===== src/rtl/hazard_ctrl.sv =====
// Central stall/flush sequencer for the 5-stage pipeline: load-use, multi-cycle multiply,
// data-memory wait states and taken-branch flush. Optional counters: `define HAZARD_PERF_EN.
module hazard_ctrl #(
   parameter int REG_ADDR_W  = 5,
   parameter int MUL_LATENCY = 3,
   parameter int CNT_W       = 3
) (
   input  logic                  clk,
   input  logic                  reset,
   input  logic [REG_ADDR_W-1:0] id_rs1,
   input  logic [REG_ADDR_W-1:0] id_rs2,
   input  logic                  id_uses_rs1,
   input  logic                  id_uses_rs2,
   input  logic [REG_ADDR_W-1:0] ex_rd,
   input  logic                  ex_mem_read,
   input  logic                  ex_is_mul,
   input  logic                  branch_taken_ex,
   input  logic                  mem_req,
   input  logic                  dmem_ready,
   output logic                  pc_stall,
   output logic                  if_id_stall,
   output logic                  id_ex_stall,
   output logic                  ex_mem_stall,
   output logic                  id_ex_bubble,
   output logic                  ex_mem_bubble,
   output logic                  mem_wb_bubble,
   output logic                  if_id_flush,
   output logic                  busy
`ifdef HAZARD_PERF_EN
   ,
   output logic [31:0]           stall_cycles,
   output logic [31:0]           flush_count
`endif
);

   typedef enum logic [1:0] {
      RUN      = 2'd0,
      MUL_WAIT = 2'd1,
      MEM_WAIT = 2'd2
   } state_t;

   state_t           state_q, state_d;
   logic [CNT_W-1:0] cnt_q, cnt_d;
   logic             mul_ack_q, mul_ack_d;

   logic mem_hold;
   logic load_use;

   assign mem_hold = mem_req & ~dmem_ready;
   assign load_use = ex_mem_read && (ex_rd != '0) &&
                     ((id_uses_rs1 && (id_rs1 == ex_rd)) ||
                      (id_uses_rs2 && (id_rs2 == ex_rd)));

   always_ff @(posedge clk) begin
      if (reset) begin
         state_q   <= RUN;
         cnt_q     <= '0;
         mul_ack_q <= 1'b0;
      end else begin
         state_q   <= state_d;
         cnt_q     <= cnt_d;
         mul_ack_q <= mul_ack_d;
      end
   end

   always_comb begin
      state_d       = state_q;
      cnt_d         = cnt_q;
      mul_ack_d     = mul_ack_q;
      pc_stall      = 1'b0;
      if_id_stall   = 1'b0;
      id_ex_stall   = 1'b0;
      ex_mem_stall  = 1'b0;
      id_ex_bubble  = 1'b0;
      ex_mem_bubble = 1'b0;
      mem_wb_bubble = 1'b0;
      if_id_flush   = 1'b0;
      busy          = 1'b0;

      case (state_q)
         RUN: begin
            if (mem_hold) begin
               pc_stall      = 1'b1;
               if_id_stall   = 1'b1;
               id_ex_stall   = 1'b1;
               ex_mem_stall  = 1'b1;
               mem_wb_bubble = 1'b1;
               state_d       = MEM_WAIT;
            end else if (ex_is_mul && !mul_ack_q) begin
               pc_stall      = 1'b1;
               if_id_stall   = 1'b1;
               id_ex_stall   = 1'b1;
               ex_mem_bubble = 1'b1;
               cnt_d         = CNT_W'(MUL_LATENCY - 2);
               state_d       = MUL_WAIT;
            end else if (branch_taken_ex) begin
               if_id_flush  = 1'b1;
               id_ex_bubble = 1'b1;
            end else if (load_use) begin
               pc_stall     = 1'b1;
               if_id_stall  = 1'b1;
               id_ex_bubble = 1'b1;
            end
            // mul_ack only guards the multiply still sitting in EX; once EX advances it is stale
            if (!id_ex_stall) begin
               mul_ack_d = 1'b0;
            end
         end

         MUL_WAIT: begin
            busy = 1'b1;
            if ((cnt_q == '0) && !mem_hold) begin
               state_d   = RUN;
               mul_ack_d = 1'b1;
            end else begin
               pc_stall    = 1'b1;
               if_id_stall = 1'b1;
               id_ex_stall = 1'b1;
               if (mem_hold) begin
                  ex_mem_stall  = 1'b1;
                  mem_wb_bubble = 1'b1;
               end else begin
                  ex_mem_bubble = 1'b1;
                  cnt_d         = cnt_q - CNT_W'(1);
               end
            end
         end

         MEM_WAIT: begin
            busy = 1'b1;
            if (mem_hold) begin
               pc_stall      = 1'b1;
               if_id_stall   = 1'b1;
               id_ex_stall   = 1'b1;
               ex_mem_stall  = 1'b1;
               mem_wb_bubble = 1'b1;
            end else begin
               state_d = RUN;
            end
         end

         default: begin
            state_d = RUN;
         end
      endcase

      // Outputs are forced quiet for the whole reset window, regardless of state
      if (reset) begin
         pc_stall      = 1'b0;
         if_id_stall   = 1'b0;
         id_ex_stall   = 1'b0;
         ex_mem_stall  = 1'b0;
         id_ex_bubble  = 1'b0;
         ex_mem_bubble = 1'b0;
         mem_wb_bubble = 1'b0;
         if_id_flush   = 1'b0;
         busy          = 1'b0;
      end
   end

`ifdef HAZARD_PERF_EN
   logic [31:0] stall_cycles_q, flush_count_q;

   always_ff @(posedge clk) begin
      if (reset) begin
         stall_cycles_q <= '0;
         flush_count_q  <= '0;
      end else begin
         if (pc_stall) begin
            stall_cycles_q <= stall_cycles_q + 32'd1;
         end
         if (if_id_flush) begin
            flush_count_q <= flush_count_q + 32'd1;
         end
      end
   end

   assign stall_cycles = stall_cycles_q;
   assign flush_count  = flush_count_q;
`endif

endmodule

===== config.mk =====
export PLATFORM = sky130hd
export DESIGN_NAME = hazard_ctrl
export DESIGN_NICKNAME = d
export VERILOG_FILES = /design/src/rtl/hazard_ctrl.sv
export SDC_FILE = /design/constraint.sdc
export NUM_CORES = 1
export LEC_CHECK = 0
export ABC_AREA = 1
export CAP_MARGIN = 20
export CELL_PAD_IN_SITES_DETAIL_PLACEMENT = 0
export CELL_PAD_IN_SITES_GLOBAL_PLACEMENT = 2
export CORE_UTILIZATION = 19
export DETAILED_ROUTE_END_ITERATION = 7
export PLACE_DENSITY_LB_ADDON = 0.1
export SYNTH_ARGS = -nofsm -noshare
export SYNTH_HDL_FRONTEND = slang
export SYNTH_SLANG_ARGS = --single-unit

===== constraint.sdc =====
create_clock -name clk -period 1.79 [get_ports clk]
set_input_delay 0.358 -clock clk [delete_from_list [all_inputs] [get_ports clk]]
set_output_delay 0.358 -clock clk [all_outputs]
set_load 0.005 [all_outputs]

[Word level (Yosys, flattened, before mapping)]
Cells that the tools add are included.
Cells by class
  $add $sub $neg: 1
  bitwise logic cells: 2
  equality and inequality tests: 12
  multiplexer cells: 46
  reduce and logical (&&, ||, !) cells: 18
Operator list (count)
  $mux W1: 31
  $ne A2 B2 Y1 const B: 7
  $mux W3: 4
  $eq A5 B5 Y1: 2
  $mux W2: 4
  $logic_and A1 B1 Y1: 6
  $pmux W1 S2: 3
  $pmux W1 S3: 2
  $pmux W2 S3: 1
  $pmux W3 S2: 1
  $reduce_and A3 Y1: 2
  $reduce_and A5 Y1: 1
  $reduce_bool A5 Y1: 1
  $reduce_or A2 Y1: 2
  $logic_not A3 Y1: 1
  $ne A3 B3 Y1 const B: 1
  $sub A3 B1 Y3 const B: 1
  $eq A2 B1 Y1 const B: 1
  $eq A2 B2 Y1 const B: 1
  $logic_not A1 Y1: 2
  $logic_not A2 Y1: 1
  $reduce_bool A2 Y1: 1
  $and A1 B1 Y1: 1
  $logic_or A1 B1 Y1: 1
  $not A1 Y1: 1
Storage, ports and cells
  register bits after elaboration: 6
  output and inout bits: 9
  logic and storage cells: 82

[Depth between registers and ports, before layout]
Gate-level depths: netlist (run 1).
  depth in word-level cells: 10
  gate-level depth with buffers: 10
  mapped depth without buffers: 10

[Least setup slack after synthesis (run 1)]
Ideal clock, no wire load.
  path kind: reg2out
  start: register cnt_q[0]
  end: output pc_stall
  path slack: 0.238 ns
  cell stages (with the launch flop): 11
  data arrival time: 1.194 ns
  buffers on the path: 1
  path through: dfxtp_1 > inv_1 > ha_1 > inv_1 > nor2_2 > nand2_2 > nand2_1 > nand3_1 > nand2_1 > nand2_1 > buf_4
Between the ends
  word-level cells in the longest chain between the ends: 5
Ends and longest elaborated chain
  from (decl): RTL line 43  | logic [CNT_W-1:0] cnt_q, cnt_d;
  from (signal assigned): RTL line 61  | cnt_q <= cnt_d;
  $logic_not A3 Y1: RTL line 112  | if ((cnt_q == '0) && !mem_hold) begin
  $logic_and A1 B1 Y1: RTL line 112
  $mux W1
  $pmux W1 S3
  $mux W1
  to (decl): RTL line 20  | output logic pc_stall,
No other way between the ends.

[Worst setup path after layout (run 1)]
  start: input dmem_ready
  end: output pc_stall
Between the ends
  word-level cells in the longest chain between the ends: 7
  elaborated cells between the ends (all ways): 9
  those cells by class: 5 x mux; 2 x bitwise; 2 x reduce/logical
Ends and longest elaborated chain
  from (decl): RTL line 19  | input logic dmem_ready,
  $not A1 Y1 *: RTL line 49  | assign mem_hold = mem_req & ~dmem_ready;
  $and A1 B1 Y1 *: RTL line 49
  $logic_not A1 Y1: RTL line 112
  $logic_and A1 B1 Y1: RTL line 112
  $mux W1: RTL line 112
  $pmux W1 S3 *: RTL line 80  | case (state_q)
  $mux W1 *: RTL line 148  | if (reset) begin
Every way passes the cells marked *; elsewhere a longest branch is shown, timed or not.

==> results of run 1 <==
report_power, final:
part / switching (uW) / internal (uW) / leakage, uW / total [uW]
clock: 56.8 / 144 / 0.0000216 / 201
sequential: 9.20 / 147 / 0.0000506 / 156
combinational: 222 / 252 / 0.000820 / 474
routing by layer:
metal / track usage / wire, microns
met1: 0.125 / 1040
met2: 0.263 / 1550
met3: 0.0260 / 100
met4: 0.0245 / 21
met5: 0 / 0
metrics by stage:
| step | worst slack (ns) | instances | power [uW] |
|---|---|---|---|
| 2_1_floorplan | 0.238 | 142 | 317 |
| 3_3_place_gp | -0.602 | 241 | 497 |
| 4_1_cts | -0.0169 | 266 | 777 |
| 3_5_place_dp | -0.626 | 241 | 495 |
| 6_report | 0.0126 | 268 | 832 |
| 5_1_grt | -0.0374 | 268 | 895 |
worst min path at each step:
stage | from | end | cells after the start
after floorplan | cnt_q[1] | cnt_q[1] | 2
after global placement | cnt_q[0] | cnt_q[0] | 2
after CTS | cnt_q[0] | cnt_q[0] | 2
after detailed placement | cnt_q[0] | cnt_q[0] | 2
final | cnt_q[0] | cnt_q[0] | 2
after global routing | cnt_q[0] | cnt_q[0] | 2
critical path: stages:
cell and delay, ns:
dlygate4sd2_1 0.23, inv_1 0.06, nand2_2 0.08, buf_6 0.13, buf_4 0.13, nand2_4 0.06, nand2_2 0.06, nand3_2 0.07
nand2_2 0.06, nand2_2 0.07, buf_2 0.11
area by class of cell:
cell class                 instances  area [sq um]
multi-input combinational        101           658
inverter                          32           125
fill                             406          2130
tap                               48          60.1
timing repair buffer              78           604
sequential                         6           125
clock buffer                       3          41.3
logic make-up (layout without fill, tap and decap cells):
kind of cell | count (synthesis) | after routing | synth area share
fa+ha+maj | 6 | 6 | 0.0988
xor+xnor | 1 | 1 | 0.0115
flops | 6 | 6 | 0.158
compound gates | 8 | 8 | 0.0576
buf+inv | 35 | 113 | 0.184
simple gates | 86 | 86 | 0.489
state kept, by name, summed over array words and instances (netlist names):
register	flops
cnt_q	3
mul_ack_q	1
state_q	2
synth_stat cells:
| library cell | n | area [sq um] |
|---|---|---|
| nand4_1 | 2 | 12.5 |
| a21oi_1 | 5 | 25.0 |
| xor2_1 | 1 | 8.76 |
| nor2_2 | 2 | 12.5 |
| dfxtp_1 | 6 | 120 |
| nor2_1 | 15 | 56.3 |
| o21ai_1 | 1 | 5.00 |
| nand3_1 | 8 | 40.0 |
| buf_2 | 1 | 5.00 |
| nand3_2 | 1 | 10.0 |
| inv_1 | 29 | 109 |
| ha_1 | 6 | 75.1 |
| nand2_2 | 4 | 25.0 |
| buf_4 | 2 | 15.0 |
| nand2_1 | 49 | 184 |
| nor3_1 | 4 | 20.0 |
| inv_2 | 3 | 11.3 |
| o21ai_0 | 1 | 5.00 |
| nor2_4 | 1 | 11.3 |
| a21oi_2 | 1 | 8.76 |
what timing repair did:
action,4_1_cts,5_1_grt
pin swaps,24,27
gates resized for setup,84,45
buffers inserted,22,4
hold buffers,0,0
endpoints found under the setup margin,9,10
==> key figures, run 1 <==
Synthesis
  – Netlist Area Pre-Place: 759 sq um
  – FF+latch count, synth: 6
  – Syn_area_per_cell: 5.35 sq um
  – Gate Count Post-Synth: 142
  – Synth warn: 0
  – Seq/Total Area, Yosys: 0.158
  – Mapped Nets: 172
  – Synth unique cells: 20

Clock network
  – Clock H-tree levels: 1
  – TritonCTS Sinks: 6
  – Clock Latency Late Sink: 0.22 ns
  – CTS root buffer: clkbuf_8
  – Clock Path Buffers: 2
  – TritonCTS Buffers: 3
  – Clock-pin transition on the worst setup and hold timing paths: 0.04 ns
  – CTS tree: built

Detailed routing
  – Routed len/inst: 10.1 microns
  – Via/cell ratio: 4.00
  – DRC: 0
  – DR iter-0 viols: 26
  – First-pass DRT Iterations: 3
  – ANT nets after route: 0
  – DR vias: 1,073
  – Final WL: 2.72 mm

Floorplan
  – I/O Pins: 33
  – Die extent in x: 65.2 microns
  – Initial Util: 0.203
  – Core ar.: 3740 sq um
  – Die Height: 65.2 microns
  – Die area: 4250 sq um
  – Row cnt: 22

STA
  – Setup violators final: 0
  – Final Max Tran Viols: 0
  – Rel. slew slack: 0.890
  – Setup TNS: 0 ns
  – Post-layout minimum cycle time: 1.78 ns
  – Tcrit/Tclk final: 0.993
  – Worst Skew: 0.00136 ns
  – Endpoints failing hold: 0
  – Worst-Margin Slew: 0.164 ns
  – Fmax: 563 MHz
  – Hold Slack: 0.465 ns
  – RSZ-0062 raised after global routing: true

Placement
  – Area after DPL: 1280 sq um
  – # port buffers: 32
  – GP Congestion: 0.811
  – Dpl hpwl: 1.86 mm

Global routing
  – Initial antenna violation count: 0
  – Largest net degree at the start of global routing: 8
  – Vias in the first global route: 1,050
  – Gr ovfl total: 0
  – First-pass GRT wire length: 4.19 mm
  – All-Layer GR Usage: 0.126

Worst setup path
  – CP Capture Point: pc_stall
  – R2R setup slack: 0.13 ns
  – Worst reg2reg path depth: 12
  – Worst r2r src: state_q[1]
  – Arrival time at the worst endpoint: 1.42 ns
  – R2r endpoint: mul_ack_q
  – Startpoint type of the worst setup path: primary input
  – Crit path required time: 1.43 ns
  – Critical Path Fanout Max: 3
  – Worst Setup Path Type: primary input to primary output
  – Worst Setup SP: dmem_ready
  – Crit. End Element: primary output

Cells and area
  – Post-layout util: 0.431
  – Most frequent cells in the layout: buf_4 (41), nand2_1 (38), inv_1 (18)
  – Fin nets: 252
  – Commonest non-fill, non-tap cell in the layout: buf_4
  – Fraction of layout cells with a size suffix above 1: 0.532
  – Layout area overhead: 113%
  – Post-layout instance area: 1610 sq um
  – Antenna fix cells: 0

Status
  – Outcome: complete, no violations

Power
  – Power per cell area: 515 nW/um^2
  – Peak VDD IR: 334 uV
  – LEAKAGE: 0.000892 uW

Job
  – Max-Cap Viols: 0

Worst hold path
  – HP Class: flip-flop to flip-flop
No activity file was read; power rests on OpenSTA's default activity.
==> run 2: changes to the inputs <==
- SETUP_SLACK_MARGIN: default -> 0.4
==> run 2 against run 1 <==
Effect of this change:
- utilization is 4.9 points higher
- wire length is 9.2% higher
- register-to-register slack worse by 0.04 ns
- design area rose by 11%
- via count up 2.9%
- combinational power rose by 22%
- worst hold slack got worse by 0.0062 ns
- flip-flop and latch count is the same
- clock power about the same
- worst setup slack better by 0.051 ns
- clock skew about the same
- critical path depth is 1 lower
- critical endpoint unchanged
- largest cell class is now non-clock buffers
- highest routed layer is now met3
==> key figures, run 2 (synthesis gave the netlist of run 1 again) <==
Cells and area
  – Largest Register: cnt_q
  – Layout area overhead: 137%
  – Commonest non-fill, non-tap cell in the layout: buf_4
  – Most frequent cells in the layout: buf_4 (37), nand2_1 (36), buf_6 (19)
  – # fillers: 405 (-0.25%)
  – Biggest regs: cnt_q (3), state_q (2), mul_ack_q (1)
  – Fin nets: 261 (+3.6%)
  – Antenna fix cells: 0 (unchanged)
  – Fraction of layout cells with a size suffix above 1: 0.572 (+0.0402)
  – Max reg flops: 3 (unchanged)
  – Non-filler cells in the finished layout: 277 (+3.4%)

Placement
  – Pre-CTS setup slack: -0.598 ns (+0.0281 ns)
  – GP Congestion: 0.724 (-11%)
  – Dpl hpwl: 1.96 mm (+5.4%)
  – Placed cell count: 243 (+0.83%)
  – # port buffers: 32 (unchanged)

Job
  – Max-Cap Viols: 0 (unchanged)

Power
  – Power per cell area: 520 nW/um^2 (+0.87%)
  – Peak VDD IR: 255 uV (-24%)
  – LEAKAGE: 0.000980 uW (+9.8%)

Floorplan
  – I/O Pins: 33 (unchanged)
  – Die area: 4250 sq um (unchanged)
  – Core ar.: 3740 sq um (unchanged)
  – Die Height: 65.2 microns (unchanged)
  – Row cnt: 22 (unchanged)
  – Die extent in x: 65.2 microns (unchanged)
  – Initial Util: 0.203 (unchanged)

Clock network
  – CTS root buffer: clkbuf_8
  – Clock Path Buffers: 2 (unchanged)
  – TritonCTS Buffers: 3 (unchanged)
  – Clock-pin transition on the worst setup and hold timing paths: 0.03 ns (about the same)
  – Clock Latency Late Sink: 0.22 ns (about the same)
  – TritonCTS Sinks: 6 (unchanged)
  – Clock H-tree levels: 1 (unchanged)
  – CTS tree: built

STA
  – Post-layout minimum cycle time: 1.73 ns (-0.0507 ns)
  – Worst-Margin Slew: 0.177 ns (+0.0123 ns)
  – Worst Skew: 0.00176 ns (+0.000399 ns)
  – Tcrit/Tclk final: 0.965 (-0.0283)
  – Endpoints failing hold: 0 (unchanged)
  – Final Max Tran Viols: 0 (unchanged)
  – Worst setup margin: 0.0633 ns (+0.0507 ns)
  – RSZ-0062 raised after global routing: true
  – Fmax: 579 MHz (+2.9%)
  – Setup violators final: 0 (unchanged)
  – Rel. slew slack: 0.881 (-0.00826)
  – Setup TNS: 0 ns (unchanged)

Detailed routing
  – Final WL: 2.97 mm (+9.2%)
  – DR iter-0 viols: 22 (-15%)
  – Routed len/inst: 10.7 microns (+5.6%)
  – ANT nets after route: 0 (unchanged)
  – DRC: 0 (unchanged)
  – DR vias: 1,104 (+2.9%)
  – First-pass DRT Iterations: 4 (+1)
  – Via/cell ratio: 3.99 (-0.45%)

Global routing
  – Initial antenna violation count: 0 (unchanged)
  – Gr ovfl total: 0 (unchanged)
  – All-Layer GR Usage: 0.136 (+0.00913)
  – Vias in the first global route: 1,087 (+3.5%)
  – Largest net degree at the start of global routing: 10 (+2)
  – First-pass GRT wire length: 4.51 mm (+7.7%)

Worst hold path
  – HP Class: flip-flop to flip-flop

Worst setup path
  – Arrival time at the worst endpoint: 1.37 ns (-0.05 ns)
  – Crit-path slowest cell: dfxtp_2
  – Crit. End Element: primary output
  – Worst path top cell family by delay: simple AND/OR/NAND/NOR gates
  – Worst Setup Path Type: flip-flop to primary output
  – Crit path required time: 1.43 ns (about the same)
  – Crit path buf inv count: 3 (-2)
  – Cell Chain, Critical Path: inv_2 > ha_4 > inv_2 > nor2_4 > nand2_4 > nand2_4 > nand3_2 > nand2_2 > nand2_2 > buf_2
  – Startpoint type of the worst setup path: flip-flop
  – Critical Path Fanout Max: 2 (-1)
  – Critical Path Max Stage Delay: 0.31 ns (+0.08 ns)

Status
  – Outcome: complete, no violations
-- run 2: worst reg2reg max path, delay by kind of cell (launching register included) --
kind | cells | cell delay, ns
buf+inv | 8 | 0.76
simple gates | 4 | 0.24
flops | 1 | 0.32
fa+ha+maj | 1 | 0.18
compound gates | 1 | 0.13
-- run 2: report_power, final --
group | total, uW | switching (uW) | internal [uW] | leakage (uW)
sequential | 157 | 9.38 | 147 | 0.0000506
clock | 198 | 53.9 | 144 | 0.0000216
combinational | 579 | 258 | 321 | 0.000908
-- run 2: what timing repair did --
| item | CTS | global route |
|---|---|---|
| pin swaps | 34 | 28 |
| setup buffers | 25 | 6 |
| resized for setup | 113 | 30 |
| setup endpoints to repair | 15 | 15 |
| hold buffers | 0 | 0 |
-- run 2: layout make-up --
cell class | count | area [sq um] | area share
tap | 48 | 60.1 | 0.0334
inverter | 32 | 128 | 0.0710
multi-input combinational | 101 | 708 | 0.394
clock buffer | 3 | 41.3 | 0.0230
sequential | 6 | 125 | 0.0696
timing repair buffer | 87 | 734 | 0.409
-- run 2: stage by stage --
| stage | total power [uW] | utilization | hold WS (ns) | instance area, sq um |
|---|---|---|---|---|
| floorplan | 332 | - | 0.439 | 796 |
| global placement | 521 | 0.357 | 0.457 | 1340 |
| detailed placement | 523 | 0.357 | 0.462 | 1340 |
| CTS | 867 | 0.444 | 0.466 | 1660 |
| global route | 1000 | 0.480 | 0.477 | 1800 |
| finish | 934 | 0.480 | 0.459 | 1800 |
-- run 2: path summary, 6_finish.rpt --
path                    to  cells past startpoint       start  slack, ns
setup reg to reg  cnt_q[0]                     14  state_q[0]       0.09
hold reg to reg   cnt_q[1]                      2    cnt_q[1]       0.46
hold / removal    cnt_q[1]                      2    cnt_q[1]       0.46
setup / recovery  pc_stall                     10    cnt_q[1]       0.06
-- run 2: routing by layer --
metal | global-route usage | routed length (microns) | up-vias
met1 | 0.159 | 1280 | 482
met5 | 0 | 0 | -
li1 | - | - | 597
met3 | 0.0330 | 122 | 0
met4 | 0.00815 | 0 | 0
met2 | 0.255 | 1570 | 25
